File: src/rtl/picosoc_iomem_pkg.sv
`default_nettype none
// ============================================================================
// Module      : picosoc_iomem_pkg
// Description : Shared types and constants for the PicoSoC iomem router.
//               Holds the transaction state encoding, the read data returned
//               on a failed access, and the width of the port-index field.
// Revision    : 1.0 - initial release
// ============================================================================
package picosoc_iomem_pkg;

  // Width of the port-index field taken from the iomem address.
  localparam int IDX_W = 4;

  // Read data returned to the CPU when an access times out or is unmapped.
  localparam logic [31:0] IOMEM_ERR_RDATA = 32'hDEAD_BEEF;

  typedef enum logic [2:0] {
    IDLE  = 3'd0,
    ISSUE = 3'd1,
    WAIT  = 3'd2,
    ERR   = 3'd3,
    RESP  = 3'd4
  } state_t;

endpackage : picosoc_iomem_pkg
`default_nettype wire

File: src/rtl/picosoc_iomem_router.sv
`default_nettype none
// ============================================================================
// Module      : picosoc_iomem_router
// Description : Address-decoding router from the PicoSoC iomem master to up
//               to NUM_PORTS memory-mapped peripherals. One transaction is
//               outstanding at a time. A per-transaction watchdog ends any
//               access a peripheral never acknowledges and records the error.
// Ports       : clk, resetn (async assert, active-low)
//               iomem_valid/wstrb/addr/wdata  - upstream request
//               iomem_ready/rdata             - upstream response (registered)
//               p_valid                       - one-hot downstream request
//               p_wstrb/addr/wdata            - latched request, all ports
//               p_rdata/p_ready               - downstream responses
//               err_pulse_o/count_o/addr_o    - error reporting
// Revision    : 1.0 - initial release
// ============================================================================
module picosoc_iomem_router
  import picosoc_iomem_pkg::*;
#(
  parameter int         NUM_PORTS      = 4,
  parameter logic [7:0] REGION         = 8'h02,
  parameter int         SEL_LSB        = 8,
  parameter int         TIMEOUT_CYCLES = 255
) (
  input  logic                    clk,
  input  logic                    resetn,
  input  logic                    iomem_valid,
  input  logic [3:0]              iomem_wstrb,
  input  logic [31:0]             iomem_addr,
  input  logic [31:0]             iomem_wdata,
  output logic                    iomem_ready,
  output logic [31:0]             iomem_rdata,
  output logic [NUM_PORTS-1:0]    p_valid,
  output logic [3:0]              p_wstrb,
  output logic [31:0]             p_addr,
  output logic [31:0]             p_wdata,
  input  logic [NUM_PORTS*32-1:0] p_rdata,
  input  logic [NUM_PORTS-1:0]    p_ready,
  output logic                    err_pulse_o,
  output logic [7:0]              err_count_o,
  output logic [31:0]             err_addr_o
);

  localparam int               c_cnt_w    = $clog2(TIMEOUT_CYCLES + 1);
  localparam logic [c_cnt_w-1:0] c_cnt_last = c_cnt_w'(TIMEOUT_CYCLES - 1);

  state_t                 r_state;
  state_t                 w_state_nxt;

  logic [IDX_W-1:0]       r_idx;
  logic [c_cnt_w-1:0]     r_cnt;
  logic [NUM_PORTS-1:0]   r_p_valid;
  logic [3:0]             r_wstrb;
  logic [31:0]            r_addr;
  logic [31:0]            r_wdata;
  logic                   r_iomem_ready;
  logic [31:0]            r_iomem_rdata;
  logic                   r_err_pulse;
  logic [7:0]             r_err_count;
  logic [31:0]            r_err_addr;

  logic                   w_hit;
  logic [IDX_W-1:0]       w_idx;
  logic                   w_idx_ok;
  logic                   w_timeout;
  logic [NUM_PORTS-1:0]   w_onehot;
  logic                   w_sel_ready;
  logic [31:0]            w_sel_rdata;

  // --------------------------------------------------------------------------
  // Request decode
  // --------------------------------------------------------------------------
  assign w_hit     = iomem_valid && (iomem_addr[31:24] == REGION);
  assign w_idx     = iomem_addr[SEL_LSB +: IDX_W];
  assign w_idx_ok  = ({28'd0, w_idx} < NUM_PORTS);
  assign w_timeout = (r_cnt == c_cnt_last);

  // One-hot select for the incoming index, and the response mux for the
  // latched index. Only the latched index is looked at, so a ready from any
  // other port has no effect.
  always_comb begin
    w_onehot    = '0;
    w_sel_ready = 1'b0;
    w_sel_rdata = '0;
    for (int i = 0; i < NUM_PORTS; i++) begin
      w_onehot[i] = (w_idx == IDX_W'(i));
      if (r_idx == IDX_W'(i)) begin
        w_sel_ready = p_ready[i];
        w_sel_rdata = p_rdata[i*32 +: 32];
      end
    end
  end

  // --------------------------------------------------------------------------
  // Transaction FSM
  // --------------------------------------------------------------------------
  always_ff @(posedge clk or negedge resetn) begin
    if (!resetn) begin
      r_state <= IDLE;
    end else begin
      r_state <= w_state_nxt;
    end
  end

  always_comb begin
    w_state_nxt = r_state;
    case (r_state)
      IDLE: begin
        if (w_hit) begin
          w_state_nxt = w_idx_ok ? ISSUE : ERR;
        end
      end
      ISSUE: w_state_nxt = WAIT;
      WAIT: begin
        // A ready in the final watchdog cycle still completes normally.
        if (w_sel_ready) begin
          w_state_nxt = RESP;
        end else if (w_timeout) begin
          w_state_nxt = ERR;
        end
      end
      ERR:     w_state_nxt = RESP;
      RESP:    w_state_nxt = IDLE;
      default: w_state_nxt = IDLE;
    endcase
  end

  // --------------------------------------------------------------------------
  // Request latch, watchdog and registered outputs. The upstream-facing and
  // downstream-facing strobes are registered from the next state so that
  // they line up with the state they belong to.
  // --------------------------------------------------------------------------
  always_ff @(posedge clk or negedge resetn) begin
    if (!resetn) begin
      r_idx         <= '0;
      r_cnt         <= '0;
      r_p_valid     <= '0;
      r_wstrb       <= '0;
      r_addr        <= '0;
      r_wdata       <= '0;
      r_iomem_ready <= 1'b0;
      r_iomem_rdata <= '0;
      r_err_pulse   <= 1'b0;
      r_err_count   <= '0;
      r_err_addr    <= '0;
    end else begin
      if (r_state == IDLE && w_hit) begin
        r_idx   <= w_idx;
        r_addr  <= iomem_addr;
        r_wstrb <= iomem_wstrb;
        r_wdata <= iomem_wdata;
      end

      if (r_state == WAIT) begin
        r_cnt <= r_cnt + c_cnt_w'(1);
      end else begin
        r_cnt <= '0;
      end

      case (w_state_nxt)
        ISSUE:   r_p_valid <= w_onehot;
        WAIT:    r_p_valid <= r_p_valid;
        default: r_p_valid <= '0;
      endcase

      r_iomem_ready <= (w_state_nxt == RESP);
      if (w_state_nxt == RESP) begin
        if (r_state == WAIT) begin
          r_iomem_rdata <= w_sel_rdata;
        end else begin
          r_iomem_rdata <= (r_wstrb == 4'h0) ? IOMEM_ERR_RDATA : 32'h0;
        end
      end else begin
        r_iomem_rdata <= '0;
      end

      r_err_pulse <= (r_state == ERR);
      if (r_state == ERR) begin
        r_err_addr <= r_addr;
        if (r_err_count != 8'hFF) begin
          r_err_count <= r_err_count + 8'd1;
        end
      end
    end
  end

  assign iomem_ready = r_iomem_ready;
  assign iomem_rdata = r_iomem_rdata;
  assign p_valid     = r_p_valid;
  assign p_wstrb     = r_wstrb;
  assign p_addr      = r_addr;
  assign p_wdata     = r_wdata;
  assign err_pulse_o = r_err_pulse;
  assign err_count_o = r_err_count;
  assign err_addr_o  = r_err_addr;

endmodule : picosoc_iomem_router
`default_nettype wire

File: config.mk
export PLATFORM = sky130hd
export DESIGN_NAME = picosoc_iomem_router
export DESIGN_NICKNAME = d
export VERILOG_FILES = /design/src/rtl/picosoc_iomem_pkg.sv /design/src/rtl/picosoc_iomem_router.sv
export SDC_FILE = /design/constraint.sdc
export NUM_CORES = 1
export LEC_CHECK = 0
export CAP_MARGIN = 10
export CORE_MARGIN = 2
export CORE_UTILIZATION = 40
export DETAILED_ROUTE_END_ITERATION = 6
export HOLD_SLACK_MARGIN = 0.03
export PLACE_DENSITY = 0.78
export SLEW_MARGIN = 30
export SYNTH_ARGS = -nofsm -noshare
export SYNTH_HDL_FRONTEND = slang
export SYNTH_SLANG_ARGS = --single-unit
File: constraint.sdc
create_clock -name clk -period 2.1 [get_ports clk]
set_input_delay 0.63 -clock clk [delete_from_list [all_inputs] [get_ports clk]]
set_output_delay 0.63 -clock clk [all_outputs]
set_load 0.005 [all_outputs]
# Word-level counts from Yosys, hierarchy flattened
# Index checks and enable logic that the tools add are counted.
classes:
  add_sub_neg: 2
  order_cmp: 1
  n_eq_ne: 15
  mux: 18
  n_reduce_logical: 7
op_table:
  columns: ["operator", "count"]
  rows:
  - ["two-way mux 32 bit", 7]
  - ["adder 8 x 1 -> 8 bit (second input constant)", 2]
  - ["equality test 4 x 2 -> 1 bit (second input constant)", 4]
  - ["logical NOT 4 bit", 3]
  - ["case mux 3 bit (4 select lines)", 1]
  - ["equality test 3 x 2 -> 1 bit (second input constant)", 3]
  - ["two-way mux 3 bit", 3]
  - ["equality test 4 x 1 -> 1 bit (second input constant)", 2]
  - ["equality test 8 x 2 -> 1 bit (second input constant)", 1]
  - ["equality test 8 bit (second input constant)", 1]
  - ["two-way mux 8 bit", 1]
  - ["!= test 8 bit (second input constant)", 1]
  - ["case mux 4 bit (2 select lines)", 1]
  - ["equality test 3 x 1 -> 1 bit (second input constant)", 2]
  - ["less-than comparator 4 x 3 -> 1 bit (second input constant)", 1]
  - ["two-way mux 1 bit", 4]
  - ["equality test 3 bit (second input constant)", 1]
  - ["logical NOT 3 bit", 1]
  - ["logical AND 1 bit", 2]
  - ["two-way mux 2 bit", 1]
  - ["AND reduction 2 bit", 1]
word_totals:
  regBits: 161
  inputBits: 203
  elab_cells: 55

# Depth between registers and ports, before layout
logic_depth:
  depth_word: 9
  depth_mapped: 7

# Worst setup path after synthesis
# OpenSTA, ideal clock, no wires.
synth_timing:
  path_kind: "register -> register"
  from: "register r_idx[0]"
  to: "register r_p_valid[1] (netlist: p_valid[1])"
  arrival_time_ns: 1.677
  required_time_ns: 1.961
  slack_ns: 0.283
  stages_incl_launch_ff: 6
  n_path_buf: 1
  synth_period_minus_slack_ns: 1.817
  cell_sequence: "dfrtp_1 clkbuf_1 mux2i_1 o22ai_4 o31ai_1 o22ai_1"
synth_between:
  elab_chain_len: 9
  word_cells_on_any_way: 13
  cone_classes: "eq/ne: 5; mux: 7; reduce/logical: 1"
synth_rtl:
  columns: ["item", "line", "rtl"]
  rows:
  - ["start, declared", "picosoc_iomem_router.sv:50", "logic [IDX_W-1:0] r_idx;"]
  - ["start signal, assigned", "picosoc_iomem_router.sv:148", "r_idx <= w_idx;"]
  - ["logical NOT 4 bit", "picosoc_iomem_router.sv:87", "if (r_idx == IDX_W'(i)) begin"]
  - ["two-way mux 1 bit (3 in series)", "picosoc_iomem_router.sv:87", null]
  - ["two-way mux 1 bit *", "picosoc_iomem_router.sv:87", null]
  - ["two-way mux 3 bit *", "picosoc_iomem_router.sv:116", "if (w_sel_ready) begin"]
  - ["case mux 3 bit (4 select lines) *", "picosoc_iomem_router.sv:107", "case (r_state)"]
  - ["equality test 3 x 2 -> 1 bit or equality test 3 x 1 -> 1 bit (tied branches)", "picosoc_iomem_router.sv:160", "case (w_state_nxt)"]
  - ["case mux 4 bit (2 select lines)", "picosoc_iomem_router.sv:160", null]
  - ["end signal, assigned", "picosoc_iomem_router.sv:161", "ISSUE: r_p_valid <= w_onehot;"]
  - ["end signal, assigned", "picosoc_iomem_router.sv:162", "WAIT: r_p_valid <= r_p_valid;"]
  - ["end, declared", "picosoc_iomem_router.sv:52", "logic [NUM_PORTS-1:0] r_p_valid;"]
# Every way passes the cells marked *; elsewhere a longest branch is shown, timed or not.
# A chain may end at the register's enable or synchronous reset.

==> impl_metrics.csv <==
group,metric,value,unit
placed_design,placed_area,10900,µm²
timing,rsz0062_at_grt,"false",
setup_path,worstPathMaxFanout,4,
drt,vias,6474,
global_routing,grt_use_total,25.0,%
logic_synthesis,synth_flop_cell,"dfrtp_1",
global_routing,grt_pass1_wl,34800,µm
clocking,root_buffer,"clkbuf_16",
timing,period_share,97.7,%
drt,first_pass_iters,4,
logic_synthesis,synth-edff-count,0,
setup_path,cp.required,1.47,ns
cells_and_area,finalNetCount,1278,
timing,clock_skew,0.00859,ns
global_routing,grt_max_degree,77,
logic_synthesis,avgSynthCellArea,9.81,µm²
placed_design,io_buffers,348,
setup_path,crit_type,"register to primary output",
clocking,cts_buffer_depth,2,
timing,worst_slew_pin_slew,0.545,ns
floorplanning,die_h,135,µm
logic_synthesis,ys_ff_latch,157,
drt,avgRoutedWirePerCell,17.6,µm
logic_synthesis,ys_seq_area_share,57.0,%
timing,final_hold_viol_count,0,
timing,fin_crit,2.05,ns
cells_and_area,area.growth.synth_to_final,67.3,%
cells_and_area,design_area,11500,µm²
timing,fmax,487,MHz
setup_path,reg2reg_to,"iomem_rdata[14]$_DFF_PN0_",
drt,route.detailed.drc,0,
floorplanning,core-area,17100,µm²
cells_and_area,drive_above_1_share,12.4,%
drt,viasPerCell,4.94,
setup_path,worstSetupEndpointType,"primary output",
cells_and_area,fillerInstances,1362,
global_routing,grt_pass1_vias,6370,
floorplanning,num_rows,48,
setup_path,worst_setup_path_start_kind,"register",
logic_synthesis,async_flop_share,100,%
cells_and_area,post-route-util,67.6,%
hold_path,hold_path_class,"primary input to async pin",
drt,antenna_left,0,
setup_path,critPathLaunch,"r_idx[1]$_DFFE_PN0P_",
clocking,cts_buffers,17,
drt,wl,23100,µm
cells_and_area,layout_commonest_cell,"clkdlybuf4s50_1",
timing,setup_viol,0,
floorplanning,start_util,40.4,%
cells_and_area,final_cell_mix,"clkdlybuf4s50_1 (345), nand2_1 (267), dfrtp_1 (152)",
pwr,peakVddDrop,0.000546,V
run,max-cap-violations,0,
timing,slew_headroom,63.7,%
placed_design,place.gp.congestion,0.821,
timing,holdWs,0.179,ns
setup_path,r2r_cells,7,
floorplanning,ios,349,
pwr,p_leak,5.43,nW
timing,drv_slew,0,
pwr,total_power,0.00712,W
logic_synthesis,synth_warnings,0,
placed_design,place_hpwl,17100,µm
setup_path,r2r_setup_slack,0.12,ns
clocking,htreeDepth,4,
clocking,cts.sink_count,157,
floorplanning,dieArea,18300,µm²
global_routing,grt.overflow.total,0,
setup_path,critical_path_arrival,1.42,ns
logic_synthesis,synth_cell_types,50,
run_status,status,"complete, no violations",
clocking,cts_tree,"yes",
floorplanning,die_w,135,µm
setup_path,crit_end,"p_addr[9]",
global_routing,antenna_found_initial,1,
logic_synthesis,syn_area,6890,µm²
pwr,powerDensity,618,nW/µm²
setup_path,worstReg2RegStart,"p_addr[11]$_DFFE_PN0P_",
logic_synthesis,synth_nets,909,
clocking,clkLatencyLatePin,0.43,ns
drt,drt_iter0_markers,307,
clocking,cts.clk_slew.worst_paths,0.06,ns
logic_synthesis,syn_inst,703,
-- sequential cells by signal, indices dropped and copies added (netlist names) --
name and cells:
r_idx 3, p_wdata 32, r_state 3, r_cnt 8, iomem_rdata 32, err_addr_o 32, p_valid 4, err_pulse_o 1
p_wstrb 4, p_addr 29, err_count_o 8, iomem_ready 1
-- kinds of logic after synthesis --
family	share of synthesized area (%)
compound gates	12.1
buf+inv	3.16
fa+ha+maj	0.545
simple gates	22.5
xor+xnor	1.65
flops	57.0
mux	3.14
-- cells in the mapped netlist (4+ instances only) --
cell | n | area (µm²)
nand2_1 | 267 | 1000
inv_1 | 4 | 15.0
or2_2 | 18 | 113
nor2b_1 | 7 | 43.8
mux2i_1 | 16 | 160
mux2_2 | 5 | 56.3
nand4_1 | 5 | 31.3
and2_1 | 9 | 56.3
nor2_1 | 17 | 63.8
a21oi_1 | 7 | 35.0
dfrtp_1 | 157 | 3930
a21oi_2 | 20 | 175
a22oi_1 | 24 | 180
xor2_1 | 7 | 61.3
buf_2 | 17 | 85.1
clkbuf_1 | 22 | 82.6
nand3_1 | 7 | 35.0
o22a_1 | 7 | 61.3
a221oi_1 | 25 | 219
xnor2_1 | 6 | 52.6
o21ai_0 | 5 | 25.0
or2_1 | 7 | 43.8
-- report_power, final --
| group | internal (W) | leakage (nW) | switching [W] |
|---|---|---|---|
| logic | 0.000588 | 2.97 | 0.000340 |
| clock network | 0.00180 | 0.279 | 0.00127 |
| registers | 0.00308 | 2.17 | 0.0000406 |
| total | 0.00547 | 5.43 | 0.00165 |
-- worst min-delay path by stage --
stage	startpoint	cells after the start	slack [ns]	end
floorplan	resetn	0	0.33	err_addr_o[0]$_DFFE_PN0P_
global placement	p_wdata[18]$_DFFE_PN0P_	2	0.45	p_wdata[18]$_DFFE_PN0P_
detailed placement	p_wdata[6]$_DFFE_PN0P_	2	0.46	p_wdata[6]$_DFFE_PN0P_
CTS	resetn	2	0.18	p_wdata[9]$_DFFE_PN0P_
global route	resetn	2	0.20	p_wdata[24]$_DFFE_PN0P_
finish	resetn	2	0.18	p_wdata[24]$_DFFE_PN0P_
-- layer usage --
layer  vias up  GRT usage, %  share of wire, %
li1       3093             -                 -
met5         -             0                 0
met4         0          10.0               2.9
met1      3064          29.0                38
met3        36          7.97               8.9
met2       281          43.0                50
-- worst max-delay path, cell delays in order (launching register included) --
cell and delay (ns):
dfrtp_1 0.36, buf_6 0.13, clkdlybuf4s50_1 0.51
-- what timing repair did --
action / in CTS / in global routing
pin swaps: 0 / 0
buffers inserted: 4 / 1
resized for setup: 6 / 5
setup endpoints to repair: 4 / 13
hold buffers: 0 / 0
-- through the flow --
| stage | cells | TNS [ns] | worst slack [ns] |
|---|---|---|---|
| 3_3_place_gp | 1273 | -6.01 | -0.108 |
| 6_report | 1311 | 0 | 0.0475 |
| 3_5_place_dp | 1273 | -6.33 | -0.115 |
| 4_1_cts | 1309 | 0 | 0.0146 |
| 5_1_grt | 1311 | 0 | 0.00254 |
| 2_1_floorplan | 703 | 0 | 0.283 |
-- layout make-up --
type,instances,area (µm²),area share [%]
repair buffers,394,3940,34.2
diodes,1,2.50,0.0217
clock inverters,11,133,1.15
clock buffers,21,450,3.91
flip-flops and latches,157,3940,34.1
multi-input cells,498,2780,24.1
well taps,225,282,2.44
inverters,4,15.0,0.130
(Power assumes the default switching activity.)
